File: config.mk
export PLATFORM = sky130hd
export DESIGN_NAME = gate_sweep_controller
export DESIGN_NICKNAME = d
export VERILOG_FILES = /design/src/rtl/gate_sweep_controller.sv
export SDC_FILE = /design/constraint.sdc
export NUM_CORES = 1
export LEC_CHECK = 0
export ABC_AREA = 1
export CAP_MARGIN = 10
export CELL_PAD_IN_SITES_DETAIL_PLACEMENT = 1
export CELL_PAD_IN_SITES_GLOBAL_PLACEMENT = 1
export CORE_ASPECT_RATIO = 0.5
export CORE_MARGIN = 10
export CORE_UTILIZATION = 43
export CTS_CLUSTER_DIAMETER = 200
export DETAILED_ROUTE_END_ITERATION = 10
export PLACE_DENSITY_LB_ADDON = 0.1
export SLEW_MARGIN = 20
export SYNTH_ARGS = -nofsm -noshare
export SYNTH_HDL_FRONTEND = slang
export SYNTH_SLANG_ARGS = --single-unit
File: constraint.sdc
create_clock -name clk -period 4.7 [get_ports clk]
set_input_delay 0.94 -clock clk [delete_from_list [all_inputs] [get_ports clk]]
set_output_delay 0.94 -clock clk [all_outputs]
set_load 0.02 [all_outputs]
File: src/rtl/gate_sweep_controller.sv
`default_nettype none
// ============================================================================
// Module      : gate_sweep_controller
// Description : Clocked stimulus sequencer and checker for a 2-input
//               combinational gate. On start it walks {drv_a,drv_b} through
//               00, 01, 10, 11, holding each vector for DWELL cycles, samples
//               dut_out on the last edge of each dwell and compares it with
//               EXPECT_TT[{a,b}]. It reports a per-vector fail mask, an error
//               count and pass/done status.
//
// Ports       : clk        system clock, rising edge
//               rst        asynchronous active-high reset
//               start      begin a sweep (honoured in IDLE/DONE only)
//               abort      terminate a running sweep
//               dut_out    output of the gate under control
//               drv_a      gate input a (registered)
//               drv_b      gate input b (registered)
//               busy       sweep in progress
//               done       sweep completed, sticky until next start/reset
//               pass       valid with done, equals (fail_mask == 0)
//               err_count  number of mismatching vectors, 0..4
//               fail_mask  bit k set when vector k mismatched
//
// Revision    : 1.0 - initial release
// ============================================================================
module gate_sweep_controller #(
    parameter int           DWELL     = 10,
    parameter logic [3:0]   EXPECT_TT = 4'b1110
) (
    input  logic        clk,
    input  logic        rst,
    input  logic        start,
    input  logic        abort,
    input  logic        dut_out,
    output logic        drv_a,
    output logic        drv_b,
    output logic        busy,
    output logic        done,
    output logic        pass,
    output logic [2:0]  err_count,
    output logic [3:0]  fail_mask
);

    localparam logic [7:0] c_DWELL_LAST = 8'(DWELL - 1);
    localparam logic [2:0] c_ERR_MAX    = 3'd4;

    typedef enum logic [1:0] {
        S_IDLE  = 2'd0,
        S_DRIVE = 2'd1,
        S_DONE  = 2'd2
    } state_t;

    state_t      r_state;
    logic [1:0]  r_vec;
    logic [7:0]  r_dwell;

    logic        w_launch;
    logic        w_run;
    logic [1:0]  w_cur_vec;
    logic [7:0]  w_cur_dwell;
    logic [3:0]  w_mask_base;
    logic [2:0]  w_err_base;
    logic        w_sample;
    logic        w_miss;
    logic [3:0]  w_mask_next;
    logic [2:0]  w_err_next;

    // Vector 00 is already on the pins while idle or done, so the start edge
    // itself counts as the first dwell cycle of vector 0. The launch edge is
    // therefore treated as a DRIVE tick with vec=0, dwell=0 and cleared
    // results; this makes vector k's sample edge land on start+(k+1)*DWELL-1
    // and gives a busy window of exactly 4*DWELL-1 cycles.
    always_comb begin
        w_launch    = (r_state != S_DRIVE) && start && !abort;
        w_run       = ((r_state == S_DRIVE) && !abort) || w_launch;
        w_cur_vec   = w_launch ? 2'd0 : r_vec;
        w_cur_dwell = w_launch ? 8'd0 : r_dwell;
        w_mask_base = w_launch ? 4'b0000 : fail_mask;
        w_err_base  = w_launch ? 3'd0 : err_count;
        w_sample    = (w_cur_dwell == c_DWELL_LAST);
        w_miss      = (dut_out != EXPECT_TT[w_cur_vec]);
        w_mask_next = w_mask_base;
        w_err_next  = w_err_base;
        if (w_sample && w_miss) begin
            w_mask_next = w_mask_base | (4'b0001 << w_cur_vec);
            if (w_err_base < c_ERR_MAX) begin
                w_err_next = w_err_base + 3'd1;
            end
        end
    end

    always_ff @(posedge clk or posedge rst) begin
        if (rst) begin
            r_state   <= S_IDLE;
            r_vec     <= 2'd0;
            r_dwell   <= 8'd0;
            drv_a     <= 1'b0;
            drv_b     <= 1'b0;
            busy      <= 1'b0;
            done      <= 1'b0;
            pass      <= 1'b0;
            err_count <= 3'd0;
            fail_mask <= 4'b0000;
        end else if (w_run) begin
            fail_mask <= w_mask_next;
            err_count <= w_err_next;
            if (w_sample && (w_cur_vec == 2'd3)) begin
                r_state <= S_DONE;
                r_vec   <= 2'd0;
                r_dwell <= 8'd0;
                drv_a   <= 1'b0;
                drv_b   <= 1'b0;
                busy    <= 1'b0;
                done    <= 1'b1;
                pass    <= (w_mask_next == 4'b0000);
            end else if (w_sample) begin
                r_state <= S_DRIVE;
                r_vec   <= w_cur_vec + 2'd1;
                r_dwell <= 8'd0;
                {drv_a, drv_b} <= w_cur_vec + 2'd1;
                busy    <= 1'b1;
                done    <= 1'b0;
                pass    <= 1'b0;
            end else begin
                r_state <= S_DRIVE;
                r_vec   <= w_cur_vec;
                r_dwell <= w_cur_dwell + 8'd1;
                {drv_a, drv_b} <= w_cur_vec;
                busy    <= 1'b1;
                done    <= 1'b0;
                pass    <= 1'b0;
            end
        end else if (abort && ((r_state == S_DRIVE) || start)) begin
            // Abort in a sweep, or abort colliding with start: drop to IDLE.
            // Partial fail_mask/err_count are intentionally retained.
            r_state <= S_IDLE;
            r_vec   <= 2'd0;
            r_dwell <= 8'd0;
            drv_a   <= 1'b0;
            drv_b   <= 1'b0;
            busy    <= 1'b0;
            done    <= 1'b0;
            pass    <= 1'b0;
        end
    end

endmodule
`default_nettype wire
# == Yosys cells after proc, flatten, opt, wreduce, memory -nomap -nowiden ==
# Index checks and enable logic that the tools add are counted.
# Widths: inputs -> output; s select.
# classes
add_sub_neg,3
order_cmp,2
eq_ne,5
shift,1
n_mux,32
n_bitwise,1
n_reduce_logical,11
# ops
operator,count
$mux 8,5
$mux 1,14
$mux 2,7
$mux 3,3
$add 8x1->8 const B,1
$eq 8x4->1 const B,1
$mux 4,2
$logic_and 1x1->1,6
$logic_not 4->1,1
$or 4x4->4,1
$shl 1x2->4 const A,1
$add 3x1->3 const B,1
$lt 2x3->1 const B,1
$lt 3x3->1 const B,1
$add 2x1->2 const B,1
$bmux 1 s2,1
$eq 2x1->1 const B,1
$eq 2x2->1 const B,1
$logic_or 1x1->1,2
$ne 2x1->1 const B,1
$reduce_bool 2->1,1
$logic_not 1->1,1
$ne 1x1->1,1
# word_totals
ff_bits,24
input_bits,5
output_inout_bits,12

# == Longest topological paths before layout ==
# Gate-level depths: netlist of the first run.
# depth
ltp_word,12
depth_mapped,18
mapped_depth_nobuf,17

# == Worst setup path before layout of the first run ==
# No wires, ideal clock.
# synth_path
path_kind,input to register
start,input start
end,register pass
setup_time_ns,0.116
arrival_time_ns,2.363
required_ns,4.584
path_slack_ns,2.221
stages,16
n_path_buf,1
path_cell_list,inv_2 -> nor2_4 -> nand2_4 -> buf_6 -> inv_1 -> nor2_1 -> ha_1 -> nand2_1 -> nor2_1 -> nand2_2 -> nor2_8 -> nand2_4 -> o21ai_2 -> inv_1 -> nand2_1 -> nand2_1
# synth_between
elab_chain_cells,11
# synth_lines
item,line_no,source
start: declaration,32,"input logic start,"
$logic_and 1x1->1 (2 in a row),74,w_launch = (r_state != S_DRIVE) && start && !abort;
$mux 2,76,w_cur_vec = w_launch ? 2'd0 : r_vec;
$bmux 1 s2,81,w_miss = (dut_out != EXPECT_TT[w_cur_vec]);
$mux 1 (not written as such),81,
$ne 1x1->1,81,
$logic_and 1x1->1,84,if (w_sample && w_miss) begin
$mux 4,84,
$logic_not 4->1,115,pass <= (w_mask_next == 4'b0000);
$mux 1,107,if (w_sample && (w_cur_vec == 2'd3)) begin
$mux 1,104,end else if (w_run) begin
end signal: assignment,115,
end: declaration,39,"output logic pass,"
# Parallel ways exist; a longest one is shown, timed or not. The select of a mux whose other input is x is not followed.
# A chain may end at the register's enable or synchronous reset.

# == Worst setup path in the final report of the first run ==
# layout_path
start,input abort
end,register r_dwell[0]
# layout_between
elab_chain_cells,7
# layout_lines
item,line_no,source
start: declaration,33,"input logic abort,"
$logic_not 1->1,"74, 75",
$logic_and 1x1->1,74,
$mux 8 or $mux 2 (tied branches),"77, 76",
$add 8x1->8 (tied with other cells),127,r_dwell <= w_cur_dwell + 8'd1;
$mux 8 or $logic_and 1x1->1 (tied branches),"116, 107",
$mux 8,107,
$mux 8,104,
end signal: assignment,127,
end: declaration,55,logic [7:0] r_dwell;
# Parallel ways exist; a longest one is shown, timed or not.

==> results of run 1 <==
-- final timing paths --
check,startpoint,endpoint,slack [ns]
min reg2reg,pass,pass,0.49
max in group asynchronous,rst,r_dwell[7],3.06
min,pass,pass,0.49
max,abort,r_dwell[0],1.68
max reg2reg,done,r_dwell[0],2.40
min in group asynchronous,rst,fail_mask[0],1.13
-- power by group through the flow --
stage	sequential, mW	combinational (mW)	clock [mW]
detailed placement	0.187	0.0648	0
global placement	0.186	0.0625	0
global route	0.184	0.0711	0.186
floorplan	0.189	0.0410	0
finish	0.183	0.0646	0.175
CTS	0.183	0.0660	0.181
-- cell type report --
type | count | share of cell area (%)
multi-input combinational | 117 | 43.1
clock buffer | 3 | 2.61
clock inverter | 1 | 1.90
timing repair buffer | 16 | 10.1
inverter | 31 | 7.37
sequential | 20 | 31.7
tap | 40 | 3.17
-- cell families (layout without fill, tap and decap cells) --
family	after synthesis	after routing	synth area share [%]
AO/OA/AOI/OAI	22	22	10.4
XOR/XNOR	1	1	0.667
adder cells (fa/ha/maj)	7	7	6.67
buffers and inverters	33	51	10.1
flip-flops	20	20	38.1
AND/OR/NAND/NOR	87	87	34.1
-- layer usage --
layer,global-route usage [%],routed length [um],vias up
li1,-,-,569
met1,14.9,1630,552
met2,21.8,1680,9
met3,3.96,105,4
met4,2.64,25,0
met5,0,0,-
-- layout by cell type, fill, tap and decap left out --
| cell type | n |
|---|---|
| nand2_1 | 48 |
| inv_1 | 25 |
| dfrtp_1 | 20 |
| clkdlybuf4s50_1 | 16 |
| nand3_1 | 12 |
| nor2_1 | 10 |
| o21ai_0 | 8 |
| ha_1 | 7 |
| inv_2 | 6 |
| o22ai_1 | 5 |
| nand2_2 | 4 |
| nand2_4 | 4 |
| nor2_4 | 3 |
| nand4_1 | 3 |
| clkbuf_8 | 3 |
| o21ai_1 | 2 |
| nand3_4 | 1 |
| nor2_8 | 1 |
| a21oi_1 | 1 |
| o21a_1 | 1 |
| o21ai_2 | 1 |
| xor2_1 | 1 |
| o211ai_1 | 1 |
| o31ai_1 | 1 |
| nor3_2 | 1 |
| a21boi_0 | 1 |
| o21bai_2 | 1 |
| bufinv_16 | 1 |
-- through the flow --
step	instance area, sq um	utilization (%)	std cells
floorplan	1310	-	170
global placement	1510	50.9	224
detailed placement	1510	50.9	224
CTS	1580	53.3	228
global route	1580	53.3	228
finish	1580	53.3	228
-- state kept, by name (all words and copies together), names as in the netlist --
register	count
drv_a	1
pass	1
done	1
err_count	3
r_dwell	8
fail_mask	4
busy	1
drv_b	1
-- worst max-delay path: stages --
cell and delay [ns]:
clkdlybuf4s50_1 0.58, nor2_4 0.07, nand2_4 0.20, inv_1 0.11
nor2_1 0.24, ha_1 0.20, nand2_1 0.06, nor2_1 0.14
nand2_2 0.11, nor2_8 0.15, inv_2 0.10, nand2_1 0.16
o22ai_1 0.09
==> results by group, run 1 <==
Outcome
  • Outcome: completed

Finish
  • Layout fillers: 373
  • Layout cells sized above 1: 13.8%
  • # nets final: 201
  • # diodes: 0
  • Area Overhead vs Synth: 20.2%
  • Footprint of the multi-input gates: 681 sq um
  • Storage cell area: 500 sq um

Timing
  • RSZ-0062 raised after global routing: false
  • Fin. Hold Viols: 0
  • Final Worst Setup Slack: 1.68 ns
  • Worst Tran Pin Value: 0.823 ns
  • Max Clock Skew: 0.00625 ns
  • Hold_ws: 0.494 ns
  • Slew HR: 45.1%
  • Max Slew Vio Count: 0
  • Tcrit/Tclk final: 64.3%
  • Sum Neg Setup Slack: 0 ns
  • Maximum clock rate: 331 MHz
  • Final min period: 3.02 ns
  • Setup violations, final: 0

Place
  • Gpl congestion: 0.775
  • DP HPWL: 2620 um
  • Port Buffers: 16
  • Place WS: 1.44 ns

Logic synthesis
  • Post-synthesis sequential area ratio: 38.1%
  • Asr flop ratio synth: 100%
  • Post-synth EDFFs: 0
  • Most common cell in the synthesized netlist: nand2_1
  • Synthesized area: 1310 sq um
  • Synth Instances: 170
  • Total number of yosys warnings: 0
  • Main flop type after synthesis: dfrtp_1
  • Synth top cells by count: 48 x nand2_1, 25 x inv_1, 20 x dfrtp_1
  • Synth top area cells: dfrtp_1 38%, nand2_1 14%, inv_1 7.1%
  • Register bit total from synthesis: 20
  • Unique masters post-synth: 27
  • Syn_nets: 182
  • Syn_area_per_cell: 7.73 sq um
  • Area leader, netlist: dfrtp_1
  • Synth top area share: 38.1%

Pwr
  • Comb power frac: 15.3%
  • Seq pwr share: 43.3%
  • Pwr dens: 267 nW/um^2
  • Leak Pwr: 0.837 nW
  • Peak supply drop: 151 uV
  • Switching Fraction: 25.8%
  • Internal cell power: 0.313 mW
  • Power share of the clock group: 41.4%
  • Total power: 0.422 mW
  • Net Sw Power: 0.109 mW

Setup path
  • Reg2Reg Depth: 13
  • CP Launch Type: input pin
  • WP data arrival: 3.16 ns
  • Maximum fanout along the worst path: 17
  • Worst endpoint required time: 4.84 ns
  • CP Capture Type: flip-flop
  • Critical path class: input pin to flip-flop

GRT
  • Total global-route track usage: 12.5%
  • Total gr overflow: 0
  • Initial antenna violation count: 0
  • Largest net degree at the start of global routing: 21
  • First-pass GRT wire length: 5850 um
  • Number of global-route vias before repair: 1192

Clock network
  • Clock buffer depth: 2
  • CTS root buf: clkbuf_8
  • H-tree depth: 1
  • Clk slew on worst S/H paths: 0.08 ns
  • Post-CTS setup buffers: 0
  • TritonCTS buffer count: 3
  • Clock sink count: 20
  • CTS resizes: 0
  • Worst skew pair latency: 0.26 ns
  • CTS tree: done
  • Hold-fix buffers, CTS: 0

Detailed routing
  • Iter 0 DRT Violations: 22
  • Vias: 1134
  • DR vias/cell: 4.97
  • Remaining DRCs: 0
  • Post-DRT Antenna Nets: 0
  • Drt pass-1 iters: 4
  • Routed Wire Length: 3440 um
  • Avg WL per Cell: 15.1 um

Die
  • Die Wd: 98.2 um
  • IO Count: 17
  • Vert. Die Dim: 59.1 um
  • Core outline area: 2960 sq um
  • # rows: 14
  • Die Area: 5800 sq um
  • Initial core utilization: 44.4%

Worst hold path
  • Worst Hold Class: flip-flop to flip-flop
  • Hold Crit Depth: 2

Flow run
  • Maxcap violations: 0
(Power assumes the default switching activity.)
==> run 2: changes to the inputs <==
--- a/config.mk
+++ b/config.mk
@@ -11,7 +11,7 @@
 export CELL_PAD_IN_SITES_GLOBAL_PLACEMENT = 1
 export CORE_ASPECT_RATIO = 0.5
 export CORE_MARGIN = 10
-export CORE_UTILIZATION = 43
+export CORE_UTILIZATION = 36
 export CTS_CLUSTER_DIAMETER = 200
 export DETAILED_ROUTE_END_ITERATION = 10
 export PLACE_DENSITY_LB_ADDON = 0.1
==> constraint.sdc (replaced) <==
create_clock -name clk -period 2.6 [get_ports clk]
set_input_delay 0.52 -clock clk [delete_from_list [all_inputs] [get_ports clk]]
set_output_delay 0.52 -clock clk [all_outputs]
set_load 0.02 [all_outputs]
==> run 2 against run 1 <==
Against the previous run:
- cell count rose by 7.9%
- clock power rose by 42%
- worst setup slack got worse by 1.3 ns
- clock skew fell by 0.00083 ns
- total power rose by 67%
- first-iteration DRC count fell by 14%
- die area rose by 14%
- sequential share of layout area fell by 0.97 points
- critical path type unchanged
- flip-flop and latch count did not move
- cell area rose by 3.2%
- utilization fell by 6.4 points
- largest power group unchanged
==> results by group, run 2 (synthesis results as in run 1) <==
Setup path
  • Largest stage delay, worst path: 0.47 ns (-0.11 ns)
  • RR Endpoint: pass
  • Crit-path cells: clkdlybuf4s50_1 > inv_2 > nor2_4 > nand2_4 > inv_1 > nor2_1 > inv_1 > ha_1 > nand2_1 > nor2_1 > nand2_2 > nor2_8 > inv_2 > nor2_4 > nor2_1 > nand2_1 > nand2_1
  • CP Capture Type: flip-flop
  • WP data arrival: 2.37 ns (-0.79 ns)
  • CP Launch Type: input pin
  • Worst reg2reg startpoint: done
  • Critical path class: input pin to flip-flop
  • R2R Setup Slk: 0.66 ns (-1.74 ns)
  • Maximum fanout along the worst path: 6 (-11)
  • Worst endpoint required time: 2.76 ns (-2.08 ns)
  • Critical-path top delay cell: clkdlybuf4s50_1
  • Reg2Reg Depth: 14 (+1)

Worst hold path
  • Hold endpoint: pass
  • Worst Hold Class: flip-flop to flip-flop
  • Hold Startpoint: pass
  • Hold Crit Depth: 2 (unchanged)

Pwr
  • Comb power frac: 18.0% (+2.7 points)
  • Seq pwr share: 46.9% (+3.6 points)
  • Switching Fraction: 28.4% (+2.5 points)
  • Total power: 0.705 mW (+67%)
  • Power share of the clock group: 35.1% (-6.3 points)
  • Leak Pwr: 0.863 nW (+3.1%)
  • Peak supply drop: 172 uV (+14%)
  • Net Sw Power: 0.200 mW (+83%)
  • Pwr dens: 433 nW/um^2 (+62%)
  • Internal cell power: 0.505 mW (+61%)

Detailed routing
  • Post-DRT Antenna Nets: 0 (unchanged)
  • Remaining DRCs: 0 (unchanged)
  • Drt pass-1 iters: 4 (unchanged)
  • Vias: 1159 (+2.2%)
  • Routed Wire Length: 3470 um (+0.90%)
  • Iter 0 DRT Violations: 19 (-14%)
  • Avg WL per Cell: 14.1 um (-6.5%)
  • DR vias/cell: 4.71 (-5.3%)

Finish
  • Final Core Density: 46.9% (-6.4 points)
  • Commonest non-fill, non-tap cell in the layout: nand2_1
  • Top reg by flops: r_dwell
  • Area Overhead vs Synth: 24.0%
  • Footprint of the multi-input gates: 681 sq um (unchanged)
  • Layout fillers: 448 (+20%)
  • Commonest cells after routing, fill and taps aside: 48 x nand2_1, 25 x inv_1, 20 x dfrtp_1, 16 x clkdlybuf4s50_1, 12 x nand3_1
  • Storage cell area: 500 sq um (unchanged)
  • Layout cells sized above 1: 16.9% (+3.1 points)
  • Max reg flops: 8 (unchanged)
  • Largest registers: r_dwell (8), fail_mask (4), err_count (3)
  • # diodes: 0 (unchanged)
  • # nets final: 208 (+3.5%)
  • Fin area: 1630 sq um (+3.2%)

Timing
  • Fin. Hold Viols: 0 (unchanged)
  • Sum Neg Setup Slack: 0 ns (unchanged)
  • Slew HR: 81.1% (+36 points)
  • Maximum clock rate: 452 MHz
  • Setup violations, final: 0 (unchanged)
  • Max Slew Vio Count: 0 (unchanged)
  • Max Clock Skew: 0.00543 ns (-0.000828 ns)
  • Worst Tran Pin Value: 0.284 ns (-0.539 ns)
  • Final min period: 2.21 ns
  • Tcrit/Tclk final: 85.1%
  • RSZ-0062 raised after global routing: false

Clock network
  • CTS tree: done
  • Clk slew on worst S/H paths: 0.08 ns (about the same)
  • H-tree depth: 1 (unchanged)
  • Hold-fix buffers, CTS: 0 (unchanged)
  • Clock sink count: 20 (unchanged)
  • Worst skew pair latency: 0.26 ns (about the same)
  • Post-CTS setup buffers: 0 (unchanged)
  • Clock buffer depth: 2 (unchanged)
  • TritonCTS buffer count: 3 (unchanged)
  • CTS root buf: clkbuf_8
  • CTS resizes: 0 (unchanged)

GRT
  • Number of global-route vias before repair: 1284 (+7.7%)
  • First-pass GRT wire length: 6230 um (+6.5%)
  • Initial antenna violation count: 0 (unchanged)
  • Total global-route track usage: 11.3% (-1.2 points)
  • Total gr overflow: 0 (unchanged)
  • Largest net degree at the start of global routing: 21 (unchanged)

Place
  • Area of placed instances: 1570 sq um (+4.4%)
  • Gpl congestion: 0.837 (+8.1%)
  • Port Buffers: 16 (unchanged)
  • DP HPWL: 2740 um (+4.6%)

Die
  • Die Area: 6610 sq um (+14%)
  • # rows: 15 (+1)
  • Core outline area: 3470 sq um (+17%)
  • IO Count: 17 (unchanged)
  • Vert. Die Dim: 62.7 um (+6.1%)
  • Die Wd: 105 um (+7.4%)
  • Initial core utilization: 37.8% (-6.5 points)

Flow run
  • Maxcap violations: 0 (unchanged)

Outcome
  • Outcome: completed
-- run 2: cell types whose count changed in the layout (fill, tap and decap cells not counted), sizes merged --
| cell | before | now |
|---|---|---|
| buf | 0 | 7 |
| clkbuf | 3 | 4 |
| bufinv | 1 | 0 |
-- run 2: area by class of cell --
class | count | area share (%)
flip-flops and latches | 20 | 30.7
multi-input cells | 117 | 41.8
clock buffers | 4 | 3.38
inverters | 31 | 7.14
well taps | 51 | 3.92
repair buffers | 23 | 13.1
-- run 2: per-stage QoR --
step / hold slack (ns) / setup WS, ns / instances
finish: 0.496 / 0.387 / 246
global route: 0.546 / 0.122 / 246
CTS: 0.504 / 0.368 / 246
detailed placement: 0.477 / 0.112 / 242
global placement: 0.466 / 0.107 / 242
floorplan: 0.484 / 0.522 / 170
-- run 2: how the worst max path moves through the flow --
stage | slack (ns) | from | depth (start not counted) | to
detailed placement | 0.11 | start | 17 | drv_a
global placement | 0.11 | abort | 14 | pass
CTS | 0.37 | abort | 14 | pass
global route | 0.12 | abort | 14 | pass
finish | 0.39 | start | 17 | drv_a
floorplan | 0.52 | done | 16 | pass
-- run 2: routing by layer --
metal / vias to the layer above / wire [um] / global-route usage [%]
li1: 584 / - / -
met1: 563 / 1680 / 14.3
met5: - / 0 / 0
met3: 2 / 120 / 3.70
met4: 0 / 10 / 1.53
met2: 10 / 1670 / 18.6
-- run 2: critical path, delay by kind of cell --
family | cells | cell delay [ns]
AND/OR/NAND/NOR | 11 | 0.93
adder cells (fa/ha/maj) | 1 | 0.13
buffers and inverters | 5 | 0.77
-- run 2: power by group through the flow --
stage	Clock, mW	Sequential, mW	Combinational, mW
finish	0.248	0.331	0.127
global route	0.271	0.332	0.140
CTS	0.257	0.331	0.129
detailed placement	0	0.337	0.129
global placement	0	0.337	0.128
floorplan	0	0.341	0.0742
==> run 3: changes to the inputs <==
--- a/config.mk
+++ b/config.mk
@@ -11,7 +11,8 @@
 export CELL_PAD_IN_SITES_GLOBAL_PLACEMENT = 1
 export CORE_ASPECT_RATIO = 0.5
 export CORE_MARGIN = 10
-export CORE_UTILIZATION = 36
+export CORE_UTILIZATION = 38
+export CTS_BUF_LIST = sky130_fd_sc_hd__clkbuf_8
 export CTS_CLUSTER_DIAMETER = 200
 export DETAILED_ROUTE_END_ITERATION = 10
 export PLACE_DENSITY_LB_ADDON = 0.1
==> run 3 against run 2 <==
Against the previous run:
- clock-buffer cell count decreased by 1
- global-route usage is 1.7 points higher
- wire length grew 6.8%
- utilization increased by 3.6 points
- critical path depth is 2 lower
- non-clock buffer count is 1 lower
- sequential share of layout area grew 0.68 points
==> results by group, run 3 (synthesis results as in run 1) <==
Detailed routing
  • DR vias/cell: 5.05 (+7.2%)
  • Routed Wire Length: 3710 um (+6.8%)
  • Vias: 1177 (+1.6%)
  • Post-DRT Antenna Nets: 0 (unchanged)
  • Avg WL per Cell: 15.9 um (+13%)
  • Drt pass-1 iters: 4 (unchanged)
  • Remaining DRCs: 0 (unchanged)
  • Iter 0 DRT Violations: 31 (+12)

Finish
  • Largest registers: r_dwell (8), fail_mask (4), err_count (3)
  • Commonest cells after routing, fill and taps aside: 48 x nand2_1, 25 x inv_1, 20 x dfrtp_1, 16 x clkdlybuf4s50_1, 12 x nand3_1
  • # diodes: 0 (unchanged)
  • Max reg flops: 8 (unchanged)
  • Area Overhead vs Synth: 21.3%
  • Final Instance Count excl. Fillers: 233 (-5.3%)
  • Commonest non-fill, non-tap cell in the layout: nand2_1
  • Layout cells sized above 1: 16.1% (-0.86 points)
  • Final Core Density: 50.6% (+3.6 points)
  • Top reg by flops: r_dwell
  • # nets final: 207 (-0.48%)
  • Layout fillers: 405 (-9.6%)

Clock network
  • Clk slew on worst S/H paths: 0.08 ns (about the same)
  • Clock buffer depth: 2 (unchanged)
  • Post-CTS setup buffers: 0 (unchanged)
  • Worst skew pair latency: 0.26 ns (about the same)
  • CTS root buf: clkbuf_8
  • CTS resizes: 0 (unchanged)
  • H-tree depth: 1 (unchanged)
  • Clock sink count: 20 (unchanged)
  • CTS tree: done
  • Hold-fix buffers, CTS: 0 (unchanged)
  • TritonCTS buffer count: 3 (unchanged)

Timing
  • Sum Neg Setup Slack: 0 ns (unchanged)
  • Slew HR: 81.2% (+0.17 points)
  • Max Slew Vio Count: 0 (unchanged)
  • Max Clock Skew: 0.00199 ns (-0.00344 ns)
  • Worst Tran Pin Value: 0.281 ns (-0.00249 ns)
  • RSZ-0062 raised after global routing: false
  • Maximum clock rate: 426 MHz (-5.8%)
  • Hold_ws: 0.517 ns (+0.0209 ns)
  • Final min period: 2.35 ns (+0.135 ns)
  • Setup violations, final: 0 (unchanged)
  • Fin. Hold Viols: 0 (unchanged)
  • Tcrit/Tclk final: 90.3% (+5.2 points)

Setup path
  • Worst reg2reg startpoint: done
  • WP data arrival: 2.50 ns (+0.13 ns)
  • Maximum fanout along the worst path: 6 (unchanged)
  • CP Capture Type: flip-flop
  • Worst endpoint required time: 2.75 ns (about the same)
  • CP Launch Type: input pin
  • Critical path origin: abort
  • Critical path class: input pin to flip-flop

Worst hold path
  • Hold Startpoint: pass
  • Worst Hold Class: flip-flop to flip-flop

GRT
  • Total gr overflow: 0 (unchanged)
  • Total global-route track usage: 13.0% (+1.7 points)
  • Initial antenna violation count: 0 (unchanged)
  • Number of global-route vias before repair: 1274 (-0.78%)
  • Largest net degree at the start of global routing: 21 (unchanged)
  • First-pass GRT wire length: 6330 um (+1.6%)

Die
  • Vert. Die Dim: 61.6 um (-1.8%)
  • Initial core utilization: 41.7% (+3.8 points)
  • Die Area: 6350 sq um (-3.9%)
  • # rows: 14 (-1)
  • Core outline area: 3150 sq um (-9.2%)
  • Die Wd: 103 um (-2.2%)
  • IO Count: 17 (unchanged)

Flow run
  • Maxcap violations: 0 (unchanged)

Place
  • Port Buffers: 16 (unchanged)
  • Gpl congestion: 0.797 (-4.8%)
  • DP HPWL: 2960 um (+7.9%)
  • Placed Instances: 230 (-5.0%)

Pwr
  • Pwr dens: 418 nW/um^2 (-3.4%)
  • Peak supply drop: 227 uV (+32%)
  • Leak Pwr: 0.851 nW (-1.3%)

Outcome
  • Outcome: completed
run 3: worst paths after layout:
kind | end | slack [ns] | cells after the start
max in group asynchronous | fail_mask[0] | 1.79 | 3
min | pass | 0.52 | 2
min in group asynchronous | r_dwell[6] | 0.59 | 3
min reg2reg | pass | 0.52 | 2
max | pass | 0.25 | 15
max reg2reg | pass | 0.51 | 15
run 3: power by group:
| part | internal [mW] | switching (mW) |
|---|---|---|
| combinational | 0.0468 | 0.0804 |
| sequential | 0.322 | 0.00901 |
| clock | 0.103 | 0.105 |
run 3: area by class of cell:
class	instances	area, sq um	area share (%)
Multi-Input combinational cell	117	681	42.7
Tap cell	40	50.0	3.14
Sequential cell	20	500	31.4
Inverter	31	116	7.30
Clock buffer	3	41.3	2.59
Timing Repair Buffer	22	205	12.9
run 3: critical path: stages:
cell and delay [ns]:
clkdlybuf4s50_1 0.53, nor2_4 0.07, nand2_4 0.09, inv_1 0.08
nor2_1 0.17, ha_1 0.19, nand2_1 0.05, nor2_1 0.13
nand2_2 0.11, nor2_8 0.14, nand3_1 0.12, nand2_1 0.10
nor2_1 0.06, nand2_1 0.07, nand2_1 0.06
run 3: stage by stage:
| step | power (mW) | setup slack (ns) | area [sq um] |
|---|---|---|---|
| 3_5_place_dp | 0.466 | -0.0168 | 1550 |
| 4_1_cts | 0.675 | 0.227 | 1590 |
| 3_3_place_gp | 0.461 | 0.157 | 1550 |
| 6_report | 0.667 | 0.251 | 1590 |
| 2_1_floorplan | 0.415 | 0.522 | 1310 |
| 5_1_grt | 0.702 | 0.0706 | 1590 |
run 3: metal layers:
layer  vias up  global-route usage (%)  share of wire (%)
met5         -                       0                  0
met4         0                    2.55               0.97
met3         4                    4.25                3.7
met2        14                    22.2                 49
met1       574                    16.1                 46
li1        585                       -                  -
